==> src/rtl/alu_pkg.sv <==
// Shared ALU definitions: loader FSM state type, default widths, opcode values.
// Latency: n/a (types and constants only).
// Backpressure: n/a.
package alu_pkg;

    localparam int unsigned N_DEF       = 4;
    localparam int unsigned OPW_DEF     = 4;
    localparam int unsigned TIMEOUT_DEF = 16;

    // ALU opcodes, shared with the datapath
    localparam logic [3:0] OP_ADD = 4'h0;
    localparam logic [3:0] OP_SUB = 4'h1;
    localparam logic [3:0] OP_MUL = 4'h2;
    localparam logic [3:0] OP_AND = 4'h3;
    localparam logic [3:0] OP_OR  = 4'h4;
    localparam logic [3:0] OP_XOR = 4'h5;

    typedef enum logic [1:0] {
        IDLE    = 2'd0,
        WAIT_B  = 2'd1,
        PRESENT = 2'd2
    } loader_state_t;

    // The unused encoding 2'd3 behaves as IDLE so a corrupted state self-recovers.
    function automatic loader_state_t decode_state(input logic [1:0] raw);
        case (raw)
            2'd1:    return WAIT_B;
            2'd2:    return PRESENT;
            default: return IDLE;
        endcase
    endfunction

endpackage

==> src/rtl/alu_operand_loader_if.sv <==
// Operand loader bus: shared operand/opcode input, strobes, and registered operand set.
// Latency: n/a (wiring only).
// Backpressure: readyIn from the ALU side holds the presented set while low.
interface alu_operand_loader_if #(
    parameter int unsigned N   = 4,
    parameter int unsigned OPW = 4
);
    logic [N-1:0]   dataIn;
    logic [OPW-1:0] opIn;
    logic           loadIn;
    logic           clearIn;
    logic           readyIn;
    logic [N-1:0]   aOut;
    logic [N-1:0]   bOut;
    logic [OPW-1:0] opOut;
    logic           validOut;
    logic [1:0]     stateOut;
    logic           timeoutOut;

    // Producer / board side
    modport master (
        output dataIn, opIn, loadIn, clearIn, readyIn,
        input  aOut, bOut, opOut, validOut, stateOut, timeoutOut
    );

    // Loader side
    modport slave (
        input  dataIn, opIn, loadIn, clearIn, readyIn,
        output aOut, bOut, opOut, validOut, stateOut, timeoutOut
    );
endinterface

==> src/rtl/alu_operand_loader_timeout_counter.sv <==
// Up-counter with synchronous clear, enable and terminal-count flag.
// Latency: tc asserts in the cycle the registered count equals TERMINAL.
// Backpressure: none; counts whenever enabled, wraps past all-ones.
module timeout_counter #(
    parameter int unsigned WIDTH    = 4,
    parameter int unsigned TERMINAL = 15
) (
    input  logic clk,
    input  logic rst_n,
    input  logic clr,
    input  logic en,
    output logic tc
);
    localparam logic [WIDTH-1:0] TC_VAL = WIDTH'(TERMINAL);

    logic [WIDTH-1:0] cnt_q;
    logic [WIDTH-1:0] cnt_d;

    // Next count: clear dominates enable
    always_comb begin
        cnt_d = cnt_q;
        if (clr) begin
            cnt_d = '0;
        end else if (en) begin
            cnt_d = cnt_q + 1'b1;
        end
    end

    // Count register
    always_ff @(posedge clk or negedge rst_n) begin
        if (!rst_n) begin
            cnt_q <= '0;
        end else begin
            cnt_q <= cnt_d;
        end
    end

    assign tc = (cnt_q == TC_VAL);

endmodule

==> src/rtl/alu_operand_loader.sv <==
// Collects A, then B+opcode, from one shared bus and presents them as a registered set.
// Latency: set valid 1 cycle after the B strobe; all outputs registered.
// Backpressure: holds validOut and operands stable until readyIn; LOADER_TIMEOUT_EN adds WAIT_B abort.
module alu_operand_loader
    import alu_pkg::*;
#(
    parameter int unsigned N       = N_DEF,
    parameter int unsigned OPW     = OPW_DEF,
    parameter int unsigned TIMEOUT = TIMEOUT_DEF
) (
    input  logic                 clk,
    input  logic                 rst_n,
    alu_operand_loader_if.slave  bus
);
    loader_state_t  state_q, state_d;
    logic [N-1:0]   a_q, a_d;
    logic [N-1:0]   b_q, b_d;
    logic [OPW-1:0] op_q, op_d;
    logic           valid_q, valid_d;
    logic           timeout_q, timeout_d;
    logic           wait_tc;

`ifdef LOADER_TIMEOUT_EN
    localparam int unsigned CNT_W   = (TIMEOUT > 2) ? $clog2(TIMEOUT) : 1;
    localparam int unsigned TC_LAST = (TIMEOUT > 0) ? TIMEOUT - 1 : 0;

    // Counts cycles spent in WAIT_B; held at zero elsewhere so each entry starts fresh
    timeout_counter #(
        .WIDTH    (CNT_W),
        .TERMINAL (TC_LAST)
    ) u_wait_timer (
        .clk   (clk),
        .rst_n (rst_n),
        .clr   (bus.clearIn || (state_q != WAIT_B)),
        .en    (state_q == WAIT_B),
        .tc    (wait_tc)
    );
`else
    assign wait_tc = 1'b0;
`endif

    // Next-state and operand capture; clear overrides everything, loads ignored in PRESENT
    always_comb begin
        state_d   = state_q;
        a_d       = a_q;
        b_d       = b_q;
        op_d      = op_q;
        timeout_d = 1'b0;
        if (bus.clearIn) begin
            state_d = IDLE;
            a_d     = '0;
            b_d     = '0;
            op_d    = '0;
        end else begin
            case (decode_state(state_q))
                IDLE: begin
                    if (bus.loadIn) begin
                        a_d     = bus.dataIn;
                        b_d     = '0;
                        op_d    = '0;
                        state_d = WAIT_B;
                    end else begin
                        state_d = IDLE;
                    end
                end
                WAIT_B: begin
                    if (bus.loadIn) begin
                        b_d     = bus.dataIn;
                        op_d    = bus.opIn;
                        state_d = PRESENT;
                    end else if (wait_tc && (TIMEOUT != 0)) begin
                        // A strobe on the final count cycle takes the branch above instead
                        a_d       = '0;
                        state_d   = IDLE;
                        timeout_d = 1'b1;
                    end
                end
                PRESENT: begin
                    if (bus.readyIn) begin
                        state_d = IDLE;
                    end
                end
                default: state_d = IDLE;
            endcase
        end
        valid_d = (state_d == PRESENT);
    end

    // State, operand and status registers
    always_ff @(posedge clk or negedge rst_n) begin
        if (!rst_n) begin
            state_q   <= IDLE;
            a_q       <= '0;
            b_q       <= '0;
            op_q      <= '0;
            valid_q   <= 1'b0;
            timeout_q <= 1'b0;
        end else begin
            state_q   <= state_d;
            a_q       <= a_d;
            b_q       <= b_d;
            op_q      <= op_d;
            valid_q   <= valid_d;
            timeout_q <= timeout_d;
        end
    end

    assign bus.aOut       = a_q;
    assign bus.bOut       = b_q;
    assign bus.opOut      = op_q;
    assign bus.validOut   = valid_q;
    assign bus.stateOut   = state_q;
    assign bus.timeoutOut = timeout_q;

endmodule

==> src/flat_wrapper.sv <==
// flat-port wrapper written by rule: the top's interface ports become plain ports
module alu_operand_loader_flat import alu_pkg::*;
#(
    parameter int unsigned N       = N_DEF,
    parameter int unsigned OPW     = OPW_DEF,
    parameter int unsigned TIMEOUT = TIMEOUT_DEF
)
  (clk, rst_n, bus_dataIn, bus_opIn, bus_loadIn, bus_clearIn, bus_readyIn, bus_aOut, bus_bOut, bus_opOut, bus_validOut, bus_stateOut, bus_timeoutOut);
  alu_operand_loader_if #(.N(N), .OPW(OPW)) bus_i ();
  input  logic clk;
  input  logic rst_n;
  input wire logic [$bits(bus_i.dataIn)-1:0] bus_dataIn;
  input wire logic [$bits(bus_i.opIn)-1:0] bus_opIn;
  input wire logic [$bits(bus_i.loadIn)-1:0] bus_loadIn;
  input wire logic [$bits(bus_i.clearIn)-1:0] bus_clearIn;
  input wire logic [$bits(bus_i.readyIn)-1:0] bus_readyIn;
  output wire logic [$bits(bus_i.aOut)-1:0] bus_aOut;
  output wire logic [$bits(bus_i.bOut)-1:0] bus_bOut;
  output wire logic [$bits(bus_i.opOut)-1:0] bus_opOut;
  output wire logic [$bits(bus_i.validOut)-1:0] bus_validOut;
  output wire logic [$bits(bus_i.stateOut)-1:0] bus_stateOut;
  output wire logic [$bits(bus_i.timeoutOut)-1:0] bus_timeoutOut;
  assign bus_i.dataIn = bus_dataIn;
  assign bus_i.opIn = bus_opIn;
  assign bus_i.loadIn = bus_loadIn;
  assign bus_i.clearIn = bus_clearIn;
  assign bus_i.readyIn = bus_readyIn;
  assign bus_aOut = bus_i.aOut;
  assign bus_bOut = bus_i.bOut;
  assign bus_opOut = bus_i.opOut;
  assign bus_validOut = bus_i.validOut;
  assign bus_stateOut = bus_i.stateOut;
  assign bus_timeoutOut = bus_i.timeoutOut;
  alu_operand_loader #(.N(N), .OPW(OPW), .TIMEOUT(TIMEOUT)) u_core (.clk(clk), .rst_n(rst_n), .bus(bus_i));
endmodule
==> config.mk <==
export PLATFORM = sky130hd
export DESIGN_NAME = alu_operand_loader_flat
export DESIGN_NICKNAME = d
export VERILOG_FILES = /design/src/rtl/alu_pkg.sv /design/src/rtl/alu_operand_loader_if.sv /design/src/rtl/alu_operand_loader_timeout_counter.sv /design/src/rtl/alu_operand_loader.sv /design/src/flat_wrapper.sv
export SDC_FILE = /design/constraint.sdc
export NUM_CORES = 1
export LEC_CHECK = 0
export CAP_MARGIN = 20
export CORE_MARGIN = 10
export CORE_UTILIZATION = 40
export DETAILED_ROUTE_END_ITERATION = 6
export PLACE_DENSITY = 0.76
export SLEW_MARGIN = 15
export SYNTH_ARGS = -nofsm -noshare
export SYNTH_HDL_FRONTEND = slang
export SYNTH_SLANG_ARGS = --single-unit
==> constraint.sdc <==
create_clock -name clk -period 1.7 [get_ports clk]
set_input_delay 0.51 -clock clk [delete_from_list [all_inputs] [get_ports clk]]
set_output_delay 0.51 -clock clk [all_outputs]
set_load 0.01 [all_outputs]
# Word level (Yosys, flattened, before mapping)
# Cells that the tools add are included.
# op_classes
eq_ne	7
n_mux	16
reduce_logical	6
# ops
op	count
4-bit 2-to-1 mux	7
4-bit one-hot mux with 2 select lines	2
2-bit 2-to-1 mux	4
2-bit == test, second input constant	3
3-bit inequality test, second input constant	2
2-bit one-hot mux with 3 select lines	1
2-bit by 1-bit == test with 1-bit output, second input constant	2
2-bit one-hot mux with 2 select lines	1
2-bit nonzero test	2
3-bit AND reduction	1
3-bit nonzero test	1
2-bit zero test	1
2-bit AND reduction	1
1-bit 2-to-1 mux	1
# totals
reg_bits	15
input_bits	13
out_inout_bits	16
elab_cells	34

# Logic depth before layout (Yosys ltp)
# Gate-level depths: netlist of the first run.
# depth
word_depth	7
ltp_mapped	6

# Worst setup path before layout of the first run
# Ideal clock, no wire load.
# synth_timing
kind	register -> register
startpoint	register u_core.state_q[0], in the netlist u_core.bus.stateOut[0]
endpoint	register u_core.valid_q, in the netlist u_core.bus.validOut
setup_ns	0.111
t_arrival_ns	1.284
required_ns	1.589
path_slack_ns	0.305
stages_incl_launch_ff	6
cell_sequence	dfrtp_1 > inv_1 > ha_1 > nand2_1 > inv_1 > a2111oi_2
# synth_between
elab_chain_cells	7
# synth_lines
item	line_no	text
start, declared	alu_operand_loader.sv:15	loader_state_t state_q, state_d;
start signal, assigned	alu_operand_loader.sv:99	state_q <= state_d;
2-bit == test / 2-bit by 1-bit == test with 1-bit output (equally long branches)	alu_pkg.sv:26	case (raw)
2-bit one-hot mux with 2 select lines	alu_pkg.sv:26	
2-bit 2-to-1 mux	alu_operand_loader.sv:49	if (bus.clearIn) begin
2-bit == test, or another cell as far along	alu_operand_loader.sv:55	case (decode_state(state_q))
2-bit one-hot mux with 3 select lines *	alu_operand_loader.sv:55	
2-bit 2-to-1 mux *	alu_operand_loader.sv:49	
2-bit == test *	alu_operand_loader.sv:86	valid_d = (state_d == PRESENT);
named net u_core.valid_d	alu_operand_loader.sv:19	logic valid_q, valid_d;
end signal, assigned	alu_operand_loader.sv:103	valid_q <= valid_d;
end, declared	alu_operand_loader.sv:19	
# Mark *: on every way through the listed nets, which the timed path passes. The rest lies on a longest branch. The select of a mux whose other input is x is not followed.
# A chain may end at the register's enable or synchronous reset.

# Worst setup path after layout of the first run
# layout_timing
startpoint	register u_core.valid_q, in the netlist u_core.bus.validOut
endpoint	output port bus_validOut
# layout_lines
item	line_no	text
end, declared	flat_wrapper.sv:20	output wire logic [$bits(bus_i.validOut)-1:0] bus_validOut;
# No word-level cell between the ends.

==> out/qor.yml, run 1 <==
power_and_ir_drop:
  ir_drop_mv: 0.486
  finalPower_uw: 712
  cellPowerDensity_mw_per_mm2: 693
  p_leak_uw: 0.000623
routing:
  drt-vias-per-instance: 5.18
  vias: 590
  drt_first_pass_iters: 6
  antenna_left: 0
  wl_mm: 1.76
  route.detailed.drc: 0
  routedWlPerCell_um: 15.4
  drt_iter0_markers: 14
timing:
  finalSetupViolations: 0
  skew_ps: 12.0
  fin_crit_sh_pct: 96.8
  max_freq_mhz: 608
  finalHoldViolations: 0
  finalCriticalPeriod_ps: 1650
  rsz0062_at_grt: "no"
  finalWorstSetupSlack_ps: 54.3
  fin_tns_setup_ps: 0
  slew_viol_final: 0
run_status:
  status: "finished clean"
setup_path:
  cp_cell_sequence: "clkdlybuf4s50_1"
  worstPathArrival_ps: 1140
  crit_path_top_delay_cell: "clkdlybuf4s50_1"
  required_ps: 1190
  crit_fanout: 1
  critical_path.top_delay_family: "buffers and inverters"
  startpoint_type: "flip-flop"
  crit_type: "flip-flop to output pin"
  slowest_delay_ps: 530
  cp-end-kind: "output pin"
  cp_num_buf_inv: 1
finish:
  nets: 114
  drive_gt1_share_pct: 12.2
  syn2layout_area_growth_pct: 50.1
  antenna_cells: 0
floorplanning:
  start_util_pct: 43.9
  row_count: 14
  die_area_mm2: 0.00377
  core_mm2: 0.00156
  io_pins: 29
  fp.dieH_um: 61.4
  fp.dieW_um: 61.4
cts:
  insertion_delay_ps: 280
  cts_max_path_buffers: 2
  htreeDepth: 1
  cts_made_buffers: 3
  cts_tree: "yes"
  root_buffer: "clkbuf_4"
  cts.sinks: 15
  path_clk_slew_ps: 90
synth:
  synthArstFlopShare_pct: 100
  ys_ff_latch: 15
  synth_fp_nets: 81
  syn-cell-area_um2: 684
  syn-instance-count: 66
  ys.flop_type: "dfrtp_1"
  synth_warnings: 0
  yosysSeqAreaShare_pct: 54.8
  synth-edff-count: 0
  yosysUniqueCellTypes: 22
  syn_area_per_cell_um2: 10.4
placement:
  place_congestion: 0.750
  post-dp-hpwl_mm: 1.35
  place_ws_ps: -20.1
  io_buffers: 27
global_routing:
  grt_overflow_total: 0
  grt_pass1_vias: 653
  grt_usage_pct: 9.34
  antenna_found_initial: 0
  grt_pass1_wl_mm: 2.70
  grt_max_degree: 16
worst_hold_path:
  worstHoldPathType: "flip-flop to flip-flop"
job:
  cap_violations: 0
-- layout by cell type (no fill, tap or decap), drive strengths merged --
| master | count |
|---|---|
| dfrtp | 15 |
| clkdlybuf4s50 | 13 |
| dlymetal6s2s | 9 |
| a22oi | 8 |
| nor2 | 8 |
| a21oi | 6 |
| nand2 | 5 |
| dlygate4sd2 | 5 |
| buf | 5 |
| inv | 4 |
| nand3 | 4 |
| clkbuf | 4 |
| ha | 2 |
| o21a | 2 |
| and2b | 1 |
| nor2b | 1 |
| o211ai | 1 |
| nand3b | 1 |
| a2111oi | 1 |
| o21ai | 1 |
| and2 | 1 |
| conb | 1 |
-- flip-flops by register name, summed over array words and instances (netlist names) --
signal / count
u_core.bus.validOut: 1
u_core.bus.aOut: 4
u_core.bus.stateOut: 2
u_core.bus.opOut: 4
u_core.bus.bOut: 4
-- cell usage after synthesis, types with 2 or more instances --
master	n	area share (%)
ha_1	2	3.7
a21oi_1	6	4.4
nand3_1	4	2.9
dfrtp_1	15	55
nor2_1	8	4.4
a22oi_1	8	8.8
inv_1	4	2.2
nand2_1	5	2.7
-- timing repair --
item | 4_1_cts | 5_1_grt
gates resized for setup | 5 | 9
hold buffers | 0 | 0
hold endpoints to repair | 0 | 0
endpoints found under the setup margin | 6 | 9
buffers inserted | 1 | 0
pin swaps | 0 | 0
-- layer usage --
| metal | up-vias | GRT usage (%) | part of all wire (%) |
|---|---|---|---|
| li1 | 287 | - | - |
| met1 | 278 | 10.1 | 42 |
| met2 | 23 | 15.5 | 48 |
| met3 | 2 | 4.73 | 9.3 |
| met4 | 0 | 3.18 | 1.1 |
| met5 | - | 0 | 0 |
-- layout make-up --
cell class                 instances  area (um^2)
fill                             149          532
tap                               16         20.0
clock buffer                       4         26.3
multi-input combinational         43          267
inverter                           4         15.0
timing repair buffer              32          324
sequential                        15          375
-- cell families after synthesis --
| family | synth area share [%] |
|---|---|
| compound gates | 20.1 |
| flops | 54.8 |
| simple gates | 14.6 |
| other cells | 0.548 |
| fa+ha+maj | 3.66 |
| buf+inv | 6.21 |
-- where the power goes --
part	switching (uW)	internal (uW)
registers	8.32	370
logic	67.1	69.2
clock network	107	90.8
-- through the flow --
step                std cells  utilization [%]  instance area, um^2  hold WS [ps]
finish                    114             65.9                 1030           525
global placement          109             62.7                  977           515
floorplan                  66                -                  684           214
CTS                       114             64.4                 1000           531
global route              114             65.9                 1030           555
detailed placement        109             62.7                  977           518
-- path summary, 6_finish.rpt --
| path | slack, ps | end | start | cells after the start |
|---|---|---|---|---|
| max in group asynchronous | 990 | u_core.bus.opOut[2] | rst_n | 2 |
| max reg2reg | 130 | u_core.bus.bOut[0] | u_core.bus.stateOut[1] | 5 |
| min reg2reg | 520 | u_core.bus.aOut[0] | u_core.bus.aOut[0] | 2 |
| max | 50 | bus_validOut | u_core.bus.validOut | 1 |
| min | 520 | u_core.bus.aOut[0] | u_core.bus.aOut[0] | 2 |
| min in group asynchronous | 530 | u_core.bus.aOut[3] | rst_n | 2 |
No activity file was read; power rests on OpenSTA's default activity.
==> run 2, diff against run 1 <==
clock period = 1.85 ns   (was 1.7 ns; I/O delays follow)
==> out/qor.yml, run 2 (synthesized netlist as in run 1, its figures left out) <==
cts:
  insertion_delay_ps: 290  # about the same
  htreeDepth: 1  # unchanged
  path_clk_slew_ps: 90  # about the same
  root_buffer: "clkbuf_4"
  cts_made_buffers: 3  # unchanged
  cts.sinks: 15  # unchanged
  cts_max_path_buffers: 2  # unchanged
  cts_hold_buf: 0  # unchanged
  cts_tree: "yes"
power_and_ir_drop:
  p_comb_share_pct: 19.3  # +0.2 points
  p_sw_uw: 176  # -3.4%
  ir_drop_mv: 0.508  # +4.5%
  seqPwrFrac_pct: 52.3  # -0.8 points
  p_leak_uw: 0.000446  # -28%
  cellPowerDensity_mw_per_mm2: 657  # -5.3%
  p_int_uw: 489  # -7.8%
  switching_share_pct: 26.4  # +0.89 points
  clkPwrFrac_pct: 28.3  # +0.6 points
finish:
  nets: 114  # unchanged
  multi_input_comb_area_um2: 267  # unchanged
  antenna_cells: 0  # unchanged
  drive_gt1_share_pct: 13.3  # +1.0 points
  syn2layout_area_growth_pct: 47.9
  layout_common_cells: "27 x clkdlybuf4s50_1, 15 x dfrtp_1, 8 x a22oi_1, 8 x nor2_1, 6 x a21oi_1"
  final_common_cell: "clkdlybuf4s50_1"
  fillCellCount: 126  # -15%
  seq_area_um2: 375  # unchanged
floorplanning:
  fp.dieW_um: 61.4  # unchanged
  core_mm2: 0.00156  # unchanged
  die_area_mm2: 0.00377  # unchanged
  fp.dieH_um: 61.4  # unchanged
  io_pins: 29  # unchanged
  row_count: 14  # unchanged
  start_util_pct: 43.9  # unchanged
setup_path:
  cp_num_buf_inv: 1  # unchanged
  cp-end-kind: "output pin"
  critical_path.top_delay_family: "buffers and inverters"
  crit_type: "flip-flop to output pin"
  slowest_delay_ps: 560  # +30 ps
  required_ps: 1290  # +100 ps
  worstPathArrival_ps: 1250  # +110 ps
  startpoint_type: "flip-flop"
  crit_fanout: 4  # +3
  crit_path_top_delay_cell: "clkdlybuf4s50_1"
  cp_cell_sequence: "clkdlybuf4s50_1"
global_routing:
  grt_max_degree: 16  # unchanged
  grt_overflow_total: 0  # unchanged
  grt_usage_pct: 9.50  # +0.17 points
  grt_pass1_vias: 636  # -2.6%
  antenna_found_initial: 0  # unchanged
  grt_pass1_wl_mm: 2.72  # +0.52%
placement:
  io_buffers: 27  # unchanged
  place_congestion: 0.752  # +0.35%
  post-dp-hpwl_mm: 1.35  # -0.17%
routing:
  wl_mm: 1.71  # -2.9%
  route.detailed.drc: 0  # unchanged
  drt_first_pass_iters: 4  # -2
  antenna_left: 0  # unchanged
  vias: 615  # +4.2%
  drt_iter0_markers: 10  # -4
  drt-vias-per-instance: 5.39  # +4.2%
  routedWlPerCell_um: 15.0  # -2.9%
timing:
  rsz0062_at_grt: "no"
  finalHoldViolations: 0  # unchanged
  finalSetupViolations: 0  # unchanged
  finalCriticalPeriod_ps: 1800
  max_freq_mhz: 555
  hold_slack_ps: 523  # -2.13 ps
  fin_tns_setup_ps: 0  # unchanged
  slew_viol_final: 0  # unchanged
  skew_ps: 0.615  # -11.4 ps
  fin_crit_sh_pct: 97.4
run_status:
  status: "finished clean"
job:
  cap_violations: 0  # unchanged
worst_hold_path:
  worstHoldPathType: "flip-flop to flip-flop"
run 2: worst paths after layout:
kind / start / to / slack (ps) / depth (start not counted)
setup / recovery: u_core.bus.stateOut[0] / bus_stateOut[0] / 50 / 1
hold / removal: u_core.bus.aOut[2] / u_core.bus.aOut[2] / 520 / 2
setup reg to reg: u_core.bus.stateOut[1] / u_core.bus.validOut / 290 / 5
hold reg to reg: u_core.bus.aOut[2] / u_core.bus.aOut[2] / 520 / 2
max in group asynchronous: rst_n / u_core.bus.opOut[2] / 1110 / 2
min in group asynchronous: rst_n / u_core.bus.aOut[2] / 570 / 2
run 2: cell type report:
| class | count | share of cell area [%] |
|---|---|---|
| Timing Repair Buffer | 32 | 30.4 |
| Clock inverter | 1 | 0.494 |
| Sequential cell | 15 | 37.1 |
| Inverter | 4 | 1.48 |
| Clock buffer | 3 | 2.22 |
| Multi-Input combinational cell | 43 | 26.3 |
| Tap cell | 16 | 1.98 |
run 2: what timing repair did:
action | in CTS | in global routing
gates resized for setup | 0 | 0
setup buffers | 1 | 0
endpoints found under the hold margin | 0 | 0
endpoints found under the setup margin | 1 | 0
run 2: stage by stage:
stage,utilization [%],power (uW),setup slack [ps],instance area (um^2),cells
after floorplan,-,410,455,684,66
after global placement,62.7,481,107,977,109
after detailed placement,62.7,483,80.0,977,109
after CTS,64.9,674,29.1,1010,114
after global routing,64.9,693,6.95,1010,114
final,64.9,665,47.7,1010,114
run 2: power by group through the flow:
| stage | logic [uW] | registers [uW] | clock network [uW] |
|---|---|---|---|
| 6_report | 129 | 348 | 188 |
| 3_5_place_dp | 128 | 355 | 0 |
| 4_1_cts | 131 | 348 | 195 |
| 5_1_grt | 142 | 350 | 201 |
| 3_3_place_gp | 127 | 355 | 0 |
| 2_1_floorplan | 49.2 | 361 | 0 |
run 2: routing by layer:
layer,GRT usage (%),part of all wire (%),vias up
met1,10.5,41,299
li1,-,-,293
met4,3.82,1.4,0
met2,15.7,47,20
met3,4.32,9.7,3
met5,0,0,-
